**config.mk**
```make
export PLATFORM = sky130hd
export DESIGN_NAME = training_ctrl_fsm_p
export DESIGN_NICKNAME = d
export VERILOG_FILES = /design/src/rtl/training_ctrl_pkg.sv /design/src/rtl/train_progress_tracker.sv /design/src/rtl/training_ctrl_fsm_p.sv
export SDC_FILE = /design/constraint.sdc
export NUM_CORES = 1
export LEC_CHECK = 0
export ABC_AREA = 1
export CAP_MARGIN = 25
export CORE_MARGIN = 3
export CORE_UTILIZATION = 30
export CTS_CLUSTER_DIAMETER = 200
export DETAILED_ROUTE_END_ITERATION = 10
export HOLD_SLACK_MARGIN = 0.06
export SETUP_SLACK_MARGIN = 0.15
export SLEW_MARGIN = 30
export SYNTH_ARGS = -nofsm -noshare
export SYNTH_HDL_FRONTEND = slang
export SYNTH_SLANG_ARGS = --single-unit
```
**constraint.sdc**
```tcl
create_clock -name clk -period 2.7 [get_ports clk]
set_clock_uncertainty 0.05 [all_clocks]
set_input_delay 0.405 -clock clk [delete_from_list [all_inputs] [get_ports clk]]
set_output_delay 0.405 -clock clk [all_outputs]
set_load 0.01 [all_outputs]
```
**src/rtl/training_ctrl_pkg.sv**
```systemverilog
// Shared types and default sizing for the training-control FSM and its
// progress tracker.
package training_ctrl_pkg;

  localparam int DEF_ERR_W     = 34;
  localparam int DEF_EPOCH_W   = 16;
  localparam int DEF_PATIENCE  = 8;
  localparam int DEF_MAX_EPOCH = 1000;

  // Run-level states of one training session
  typedef enum logic [2:0] {
    ST_IDLE = 3'd0,
    ST_ADAM = 3'd1,
    ST_MANH = 3'd2,
    ST_DONE = 3'd3,
    ST_FAIL = 3'd4
  } train_state_t;

  // True while the run is actively consuming epoch results
  function automatic logic is_running(input train_state_t s);
    return (s == ST_ADAM) || (s == ST_MANH);
  endfunction

endpackage

```
**src/rtl/train_progress_tracker.sv**
```systemverilog
// Tracks the best squared error seen in the current run and how many
// consecutive epochs failed to improve on it. Flags an improvement and the
// epoch on which the patience budget is used up.
module train_progress_tracker
  import training_ctrl_pkg::*;
#(
  parameter int ERR_W    = DEF_ERR_W,
  parameter int PATIENCE = DEF_PATIENCE
) (
  input  logic             clk,
  input  logic             rst,
  input  logic             clear,
  input  logic             update,
  input  logic             adam_phase,
  input  logic [ERR_W-1:0] squared_error,
  output logic             improve,
  output logic             patience_hit
);

  // Wide enough to hold PATIENCE-1 and still saturate safely afterwards
  localparam int STALL_W = (PATIENCE < 2) ? 1 : $clog2(PATIENCE + 1);
  localparam logic [STALL_W-1:0] STALL_LIMIT = STALL_W'(PATIENCE - 1);

  logic [ERR_W-1:0]   best_err;
  logic [STALL_W-1:0] stall_cnt;

  // A sample that does not improve and finds stall_cnt already at PATIENCE-1
  // is the one that exhausts patience
  always_comb begin
    improve      = (squared_error < best_err);
    patience_hit = !improve && (stall_cnt == STALL_LIMIT);
  end

  // Best error and stall counter; a new run restarts from the worst possible
  // error, and the Adam->Manhattan switch restarts stall counting while the
  // best error is kept
  always_ff @(posedge clk or negedge rst) begin
    if (!rst) begin
      best_err  <= '1;
      stall_cnt <= '0;
    end else if (clear) begin
      best_err  <= '1;
      stall_cnt <= '0;
    end else if (update) begin
      if (improve) begin
        best_err  <= squared_error;
        stall_cnt <= '0;
      end else if (adam_phase && patience_hit) begin
        stall_cnt <= '0;
      end else if (stall_cnt != '1) begin
        stall_cnt <= stall_cnt + 1'b1;
      end
    end
  end

endmodule

```
**src/rtl/training_ctrl_fsm_p.sv**
```systemverilog
// Training-control FSM: runs Adam first, drops to Manhattan-rule updates once
// progress stalls, and ends a run on convergence or on the epoch limit.
// All outputs are registered.
module training_ctrl_fsm_p
  import training_ctrl_pkg::*;
#(
  parameter int ERR_W     = DEF_ERR_W,
  parameter int EPOCH_W   = DEF_EPOCH_W,
  parameter int PATIENCE  = DEF_PATIENCE,
  parameter int MAX_EPOCH = DEF_MAX_EPOCH
) (
  input  logic               clk,
  input  logic               rst,
  input  logic               training_mode,
  input  logic               err_valid,
  input  logic [ERR_W-1:0]   squared_error,
  input  logic [ERR_W-1:0]   err_threshold,
  output logic               adam_signal,
  output logic               manhatten_signal,
  output logic               training_done,
  output logic               timeout,
  output logic [EPOCH_W-1:0] epoch_count
);

  localparam logic [EPOCH_W-1:0] EPOCH_LIMIT = EPOCH_W'(MAX_EPOCH);

  train_state_t       state, next_state;
  logic [ERR_W-1:0]   thr_latched;
  logic [EPOCH_W-1:0] epoch_inc;
  logic               sample, converge, hit_limit, tracker_update;
  logic               improve, patience_hit;
  logic               adam_d, manh_d, done_d, timeout_d;

  // Decode of the current epoch result: convergence beats the epoch limit,
  // which beats any progress bookkeeping
  always_comb begin
    sample         = err_valid && training_mode && is_running(state);
    converge       = (squared_error < thr_latched);
    epoch_inc      = (epoch_count == '1) ? epoch_count : epoch_count + 1'b1;
    hit_limit      = (epoch_inc == EPOCH_LIMIT);
    tracker_update = sample && !converge && !hit_limit;
  end

  train_progress_tracker #(
    .ERR_W    (ERR_W),
    .PATIENCE (PATIENCE)
  ) u_tracker (
    .clk           (clk),
    .rst           (rst),
    .clear         (state == ST_IDLE),
    .update        (tracker_update),
    .adam_phase    (state == ST_ADAM),
    .squared_error (squared_error),
    .improve       (improve),
    .patience_hit  (patience_hit)
  );

  // State register
  always_ff @(posedge clk or negedge rst) begin
    if (!rst) state <= ST_IDLE;
    else      state <= next_state;
  end

  // Next-state logic; dropping training_mode aborts from anywhere
  always_comb begin
    next_state = state;
    if (!training_mode) begin
      next_state = ST_IDLE;
    end else begin
      case (state)
        ST_IDLE: next_state = ST_ADAM;
        ST_ADAM: begin
          if (sample) begin
            if (converge)          next_state = ST_DONE;
            else if (hit_limit)    next_state = ST_FAIL;
            else if (patience_hit) next_state = ST_MANH;
          end
        end
        ST_MANH: begin
          if (sample) begin
            if (converge)       next_state = ST_DONE;
            else if (hit_limit) next_state = ST_FAIL;
          end
        end
        ST_DONE: next_state = ST_DONE;
        ST_FAIL: next_state = ST_FAIL;
        default: next_state = ST_IDLE;
      endcase
    end
  end

  // Output decode from the upcoming state so the registered outputs track it
  always_comb begin
    adam_d    = (next_state == ST_ADAM);
    manh_d    = (next_state == ST_MANH);
    done_d    = (next_state == ST_DONE);
    timeout_d = (next_state == ST_FAIL);
  end

  // Registered optimiser enables and run-end flags
  always_ff @(posedge clk or negedge rst) begin
    if (!rst) begin
      adam_signal      <= 1'b0;
      manhatten_signal <= 1'b0;
      training_done    <= 1'b0;
      timeout          <= 1'b0;
    end else begin
      adam_signal      <= adam_d;
      manhatten_signal <= manh_d;
      training_done    <= done_d;
      timeout          <= timeout_d;
    end
  end

  // Epoch counter and threshold latch; both restart when a run begins and the
  // counter is cleared whenever the FSM returns to idle
  always_ff @(posedge clk or negedge rst) begin
    if (!rst) begin
      epoch_count <= '0;
      thr_latched <= '0;
    end else if (next_state == ST_IDLE) begin
      epoch_count <= '0;
    end else if (state == ST_IDLE) begin
      epoch_count <= '0;
      thr_latched <= err_threshold;
    end else if (sample) begin
      epoch_count <= epoch_inc;
    end
  end

endmodule
```
### Word level (Yosys, flattened, before mapping)

Index checks and enable logic that the tools add are counted.

| operators by class | value |
|---|---|
| $mul | 0 |
| equality and inequality tests | 12 |
| bitwise gates (word level) | 1 |
| magnitude comparators | 2 |
| $add $sub $neg | 2 |
| reductions and logical operators | 19 |
| div/mod/pow operators | 0 |
| shift-type cells | 0 |
| multiplexer cells | 21 |

Operators with widths:

| operator | number |
|---|---|
| $mux 34 | 3 |
| $lt 34x34->1 | 2 |
| $mux 16 | 4 |
| $mux 3 | 8 |
| $mux 4 | 5 |
| $add 16x1->16 const B | 1 |
| $eq 16x10->1 const B | 1 |
| $eq 16x16->1 const B | 1 |
| $pmux 3 s5 | 1 |
| $eq 3x2->1 const B | 4 |
| $eq 3x1->1 const B | 2 |
| $eq 3x3->1 const B | 2 |
| $logic_and 1x1->1 | 6 |
| $logic_not 3->1 | 2 |
| $reduce_and 2->1 | 3 |
| $add 4x1->4 const B | 1 |
| $eq 4x3->1 const B | 1 |
| $ne 4x4->1 const B | 1 |
| $reduce_bool 2->1 | 2 |
| $reduce_bool 4->1 | 1 |
| $logic_not 1->1 | 3 |
| $reduce_bool 3->1 | 1 |
| $logic_or 1x1->1 | 1 |
| $not 1->1 | 1 |

| word-level totals | value |
|---|---|
| bits in writable memories | 0 |
| latch bits | 0 |
| register bits after elaboration | 95 |
| logic and storage cells | 66 |
| memories | 0 |
| input port bits | 72 |
| ROM bits | 0 |
| output and inout port bits | 20 |

### Depth between registers and ports, before layout

| logic depth | value |
|---|---|
| depth in word-level cells | 12 |
| gate-level depth with buffers | 21 |

### Hierarchy

Synthesis repeated with hierarchy kept, for this count alone.

| unflattened totals | value |
|---|---|
| cells, all modules | 840 |
| area, all modules | 6309.8 um^2 |

Modules (own cells, without submodules):

| module | area an instance (um^2) | instances | seq. area each (um^2) | cells each |
|---|---|---|---|---|
| training_ctrl_fsm_p | 3657.3 | 1 | 1426.4 | 497 |
| train_progress_tracker | 2652.5 | 1 | 993.5 | 343 |

### Worst setup path after synthesis

OpenSTA, ideal clock, no wires.

| path | value |
|---|---|
| kind | reg2reg |
| start point | register epoch_count[0] |
| end point | register u_tracker.best_err[13] |
| required time | 2.567 ns |
| slack | 0.449 ns |
| stages on the path, launching flop included | 16 |
| arrival | 2.118 ns |
| period minus slack after synthesis | 2.251 ns |
| library setup time | 0.083 ns |
| cells stage by stage | dfrtp_1 ha_1 nand3_4 nor2_4 nand2_4 buf_6 nand2_1 nand2_2 nand3_2 nor2_2 nand2_2 nand2_2 o21ai_4 buf_6 buf_6 o21ai_2 |

| on the way | value |
|---|---|
| longest elaborated chain between the ends | 7 |
| elaborated cells on any way between the ends | 8 |
| those cells by class | 1 x add/sub; 2 x eq/ne; 1 x mux; 4 x reduce/logical |

Ends and longest elaborated chain:

| item | RTL line | source |
|---|---|---|
| start, declared | training_ctrl_fsm_p.sv:22 | `output logic [EPOCH_W-1:0] epoch_count` |
| start signal, assigned | training_ctrl_fsm_p.sv:127 | `epoch_count <= epoch_inc;` |
| $add 16x1->16 / $eq 16x16->1 (equally long branches) | training_ctrl_fsm_p.sv:39 | `epoch_inc = (epoch_count == '1) ? epoch_count : epoch_count + 1'b1;` |
| $mux 16 (*) | training_ctrl_fsm_p.sv:39 |  |
| $eq 16x10->1 (*) | training_ctrl_fsm_p.sv:40 | `hit_limit = (epoch_inc == EPOCH_LIMIT);` |
| $logic_not 1->1 (*) | training_ctrl_fsm_p.sv:41 | `tracker_update = sample && !converge && !hit_limit;` |
| $logic_and 1x1->1 (*) | training_ctrl_fsm_p.sv:41 |  |
| $reduce_bool 2->1 (no source line) (*) | - |  |
| $reduce_and 2->1 (no source line) (*) | - |  |
| end signal, assigned | train_progress_tracker.sv:46 | `best_err <= squared_error;` |
| end, declared | train_progress_tracker.sv:24 | `logic [ERR_W-1:0] best_err;` |

Every way passes the cells marked *; elsewhere a longest branch is shown, timed or not.
A chain may end at the register's enable or synchronous reset.

### Final worst setup path

| path | value |
|---|---|
| start point | register epoch_count[11] |
| end point | register u_tracker.best_err[27] |

Same word-level chain as after synthesis.

==> impl_metrics.tcl <==
set metrics [dict create \
    synth.top_cell.area_share_pct 24.5 \
    finalHoldViolations 0 \
    post-place-cells 1167 \
    synth.cell_area_um2 6240 \
    clk-insertion-delay-late_ns 0.35 \
    final-max-slew-violation-count 0 \
    worst_setup_path_end_kind "flip-flop" \
    cp.required_ns 2.94 \
    syn_nets 942 \
    tritoncts "built" \
    synth_area_leader_cell "dfrtp_1" \
    grt.overflow.total 0 \
    final_cell_mix "142 x nand2_1, 125 x inv_1, 77 x nor2_1, 64 x clkdlybuf4s50_1, 61 x a21oi_1" \
    hold_class "input pin to flip-flop" \
    grt_max_degree 69 \
    diodes 0 \
    vias_per_cell 4.58 \
    fp-row-count 52 \
    num_vias 5550 \
    cts_sinks 95 \
    cts_buffers 9 \
    grt_use_total_pct 14.0 \
    ys.flop_type "dfrtp_1" \
    cp.arrival_ns 2.70 \
    area_delta_synth_final_pct 36.5 \
    start_kind "flip-flop" \
    ios 92 \
    ir_drop_mv 0.281 \
    tightest_slew_ns 0.713 \
    ant_nets 0 \
    start_util_pct 30.7 \
    synth_area_per_cell_um2 7.78 \
    synthArstFlopShare_pct 100 \
    routed_wl_um 16300 \
    relSlewSlack_pct 52.5 \
    final_common_cell "nand2_1" \
    place.gp.congestion 0.880 \
    die_w_um 150 \
    nets 1076 \
    p_leak_uw 0.00428 \
    hpwl_um 11300 \
    cap_violations 0 \
    remaining_drc_errors 0 \
    fillers 2005 \
    firstDrtPassIters 5 \
    final_cells 1211 \
    dpl_cell_area_um2 7600 \
    crit_start "epoch_count[11]" \
    synth.distinct_cells 36 \
    ys_seq_area_share_pct 38.8 \
    grt_pass1_wl_um 25200 \
    synth_seq_cells 95 \
    power.density_nw_per_um2 490 \
    portBuffers 91 \
    multiInputGateArea_um2 3520 \
    clockBufferDepth 2 \
    register_area_um2 2430 \
    wl_per_cell_um 13.5 \
    synth_edf_count 0 \
    htree_levels 3 \
    fmax_ghz 0.406 \
    clock-root-buffer "clkbuf_16" \
    drt_iter0_markers 278 \
    yosysWarnings 0 \
    rsz0062_at_grt "yes" \
    holdCritStartpoint "squared_error[16]" \
    min_period_ns 2.46 \
    design_area_um2 8520 \
    cts.reportedPaths.clkPinSlew_ns 0.07 \
    core_area_um2 20400 \
    synth_area_leaders "dfrtp_1 24%, dfstp_2 14%, ha_1 14%, nand2_1 9.0%, inv_1 7.7%" \
    dieArea_um2 22600 \
    syn_inst 802 \
    crit_fanout 7 \
    r2r-start "epoch_count[11]" \
    grt_pass1_vias 5278 \
    setup_viol 0 \
    path_class "flip-flop to flip-flop" \
    die_y_um 150 \
    antenna_found_initial 1 \
    drive_gt1_share_pct 20.9 \
    period_share_pct 91.2 \
    outcome "complete, no violations" \
]
-- where the power goes --
part,total [µW],switching [µW],internal (µW)
Sequential,1710,50.1,1660
Combinational,1250,697,550
Clock,1210,560,652
-- registers in the layout, indices dropped and copies added (netlist names) --
register / flops
thr_latched: 34
u_tracker.stall_cnt: 4
training_done: 1
epoch_count: 16
timeout: 1
manhatten_signal: 1
state: 3
adam_signal: 1
u_tracker.best_err: 34
-- repair_timing --
action / CTS / global route
endpoints found under the hold margin: 28 / 0
endpoints found under the setup margin: 35 / 45
pin swaps: 1 / 32
buffers inserted: 1 / 18
gates resized for setup: 8 / 98
gates cloned: 1 / 7
hold buffers: 1 / 0
-- worst paths after layout --
| kind | slack [ns] | end | cells after the start |
|---|---|---|---|
| setup / recovery | 0.24 | u_tracker.best_err[27] | 16 |
| hold / removal | 0.34 | u_tracker.best_err[16] | 3 |
| setup reg to reg | 0.24 | u_tracker.best_err[27] | 16 |
| hold reg to reg | 0.43 | u_tracker.best_err[0] | 2 |
| max in group asynchronous | 1.32 | u_tracker.best_err[27] | 3 |
| min in group asynchronous | 0.53 | epoch_count[15] | 2 |
-- metal layers --
metal | vias up | share of wire [%] | global-route usage [%] | wire length, µm
li1 | 2871 | - | - | -
met1 | 2554 | 47 | 18.6 | 7760
met2 | 108 | 47 | 23.2 | 7720
met3 | 15 | 4.2 | 3.58 | 694
met4 | 2 | 0.89 | 3.06 | 145
met5 | - | 0.067 | 0 | 11
-- cell type report --
cell class | instances | area share (%)
timing repair buffer | 141 | 17.2
clock inverter | 3 | 0.220
multi-input combinational | 558 | 41.3
sequential | 95 | 28.5
tap | 270 | 3.97
clock buffer | 13 | 2.94
inverter | 131 | 5.80
-- Yosys cell counts, types with 15 or more instances --
master	instances
ha_1	68
a21oi_1	65
o21ai_2	21
nand4_1	15
nand2_1	149
nand3_1	28
inv_1	128
dfrtp_1	61
o21ai_0	57
nor2_1	89
o21ai_1	18
dfstp_2	34
-- logic make-up after synthesis --
family          share of synthesized area [%]
flops                                    38.8
buf+inv                                  9.72
fa+ha+maj                                13.6
compound gates                           15.7
xor+xnor                                0.561
simple gates                             21.6
-- critical path: stages, from the launching register on --
cell and delay [ns]:
dfrtp_2 0.44, nand2_1 0.13, nor2_2 0.06, nand2_1 0.15, inv_2 0.13, nand2_4 0.11, nand3_1 0.14, nor2_2 0.13
nand2_1 0.08, nor2_2 0.12, nand2_2 0.11, nand2_4 0.12, o21ai_4 0.08, buf_12 0.17, buf_12 0.13, buf_4 0.14
o21ai_2 0.10
-- stage by stage --
stage	setup TNS (ns)	total power, µW	utilization (%)	setup slack [ns]	hold slack, ns
3_5_place_dp	-12.25	2820	37.3	-0.340	0.392
6_report	0	4170	41.8	0.239	0.339
2_1_floorplan	0	2430	-	0.449	0.0594
3_3_place_gp	-10.23	2800	37.3	-0.291	0.392
5_1_grt	0	4470	41.8	0.106	0.361
4_1_cts	0	4070	38.8	0.129	0.435
(Power assumes the default switching activity.)
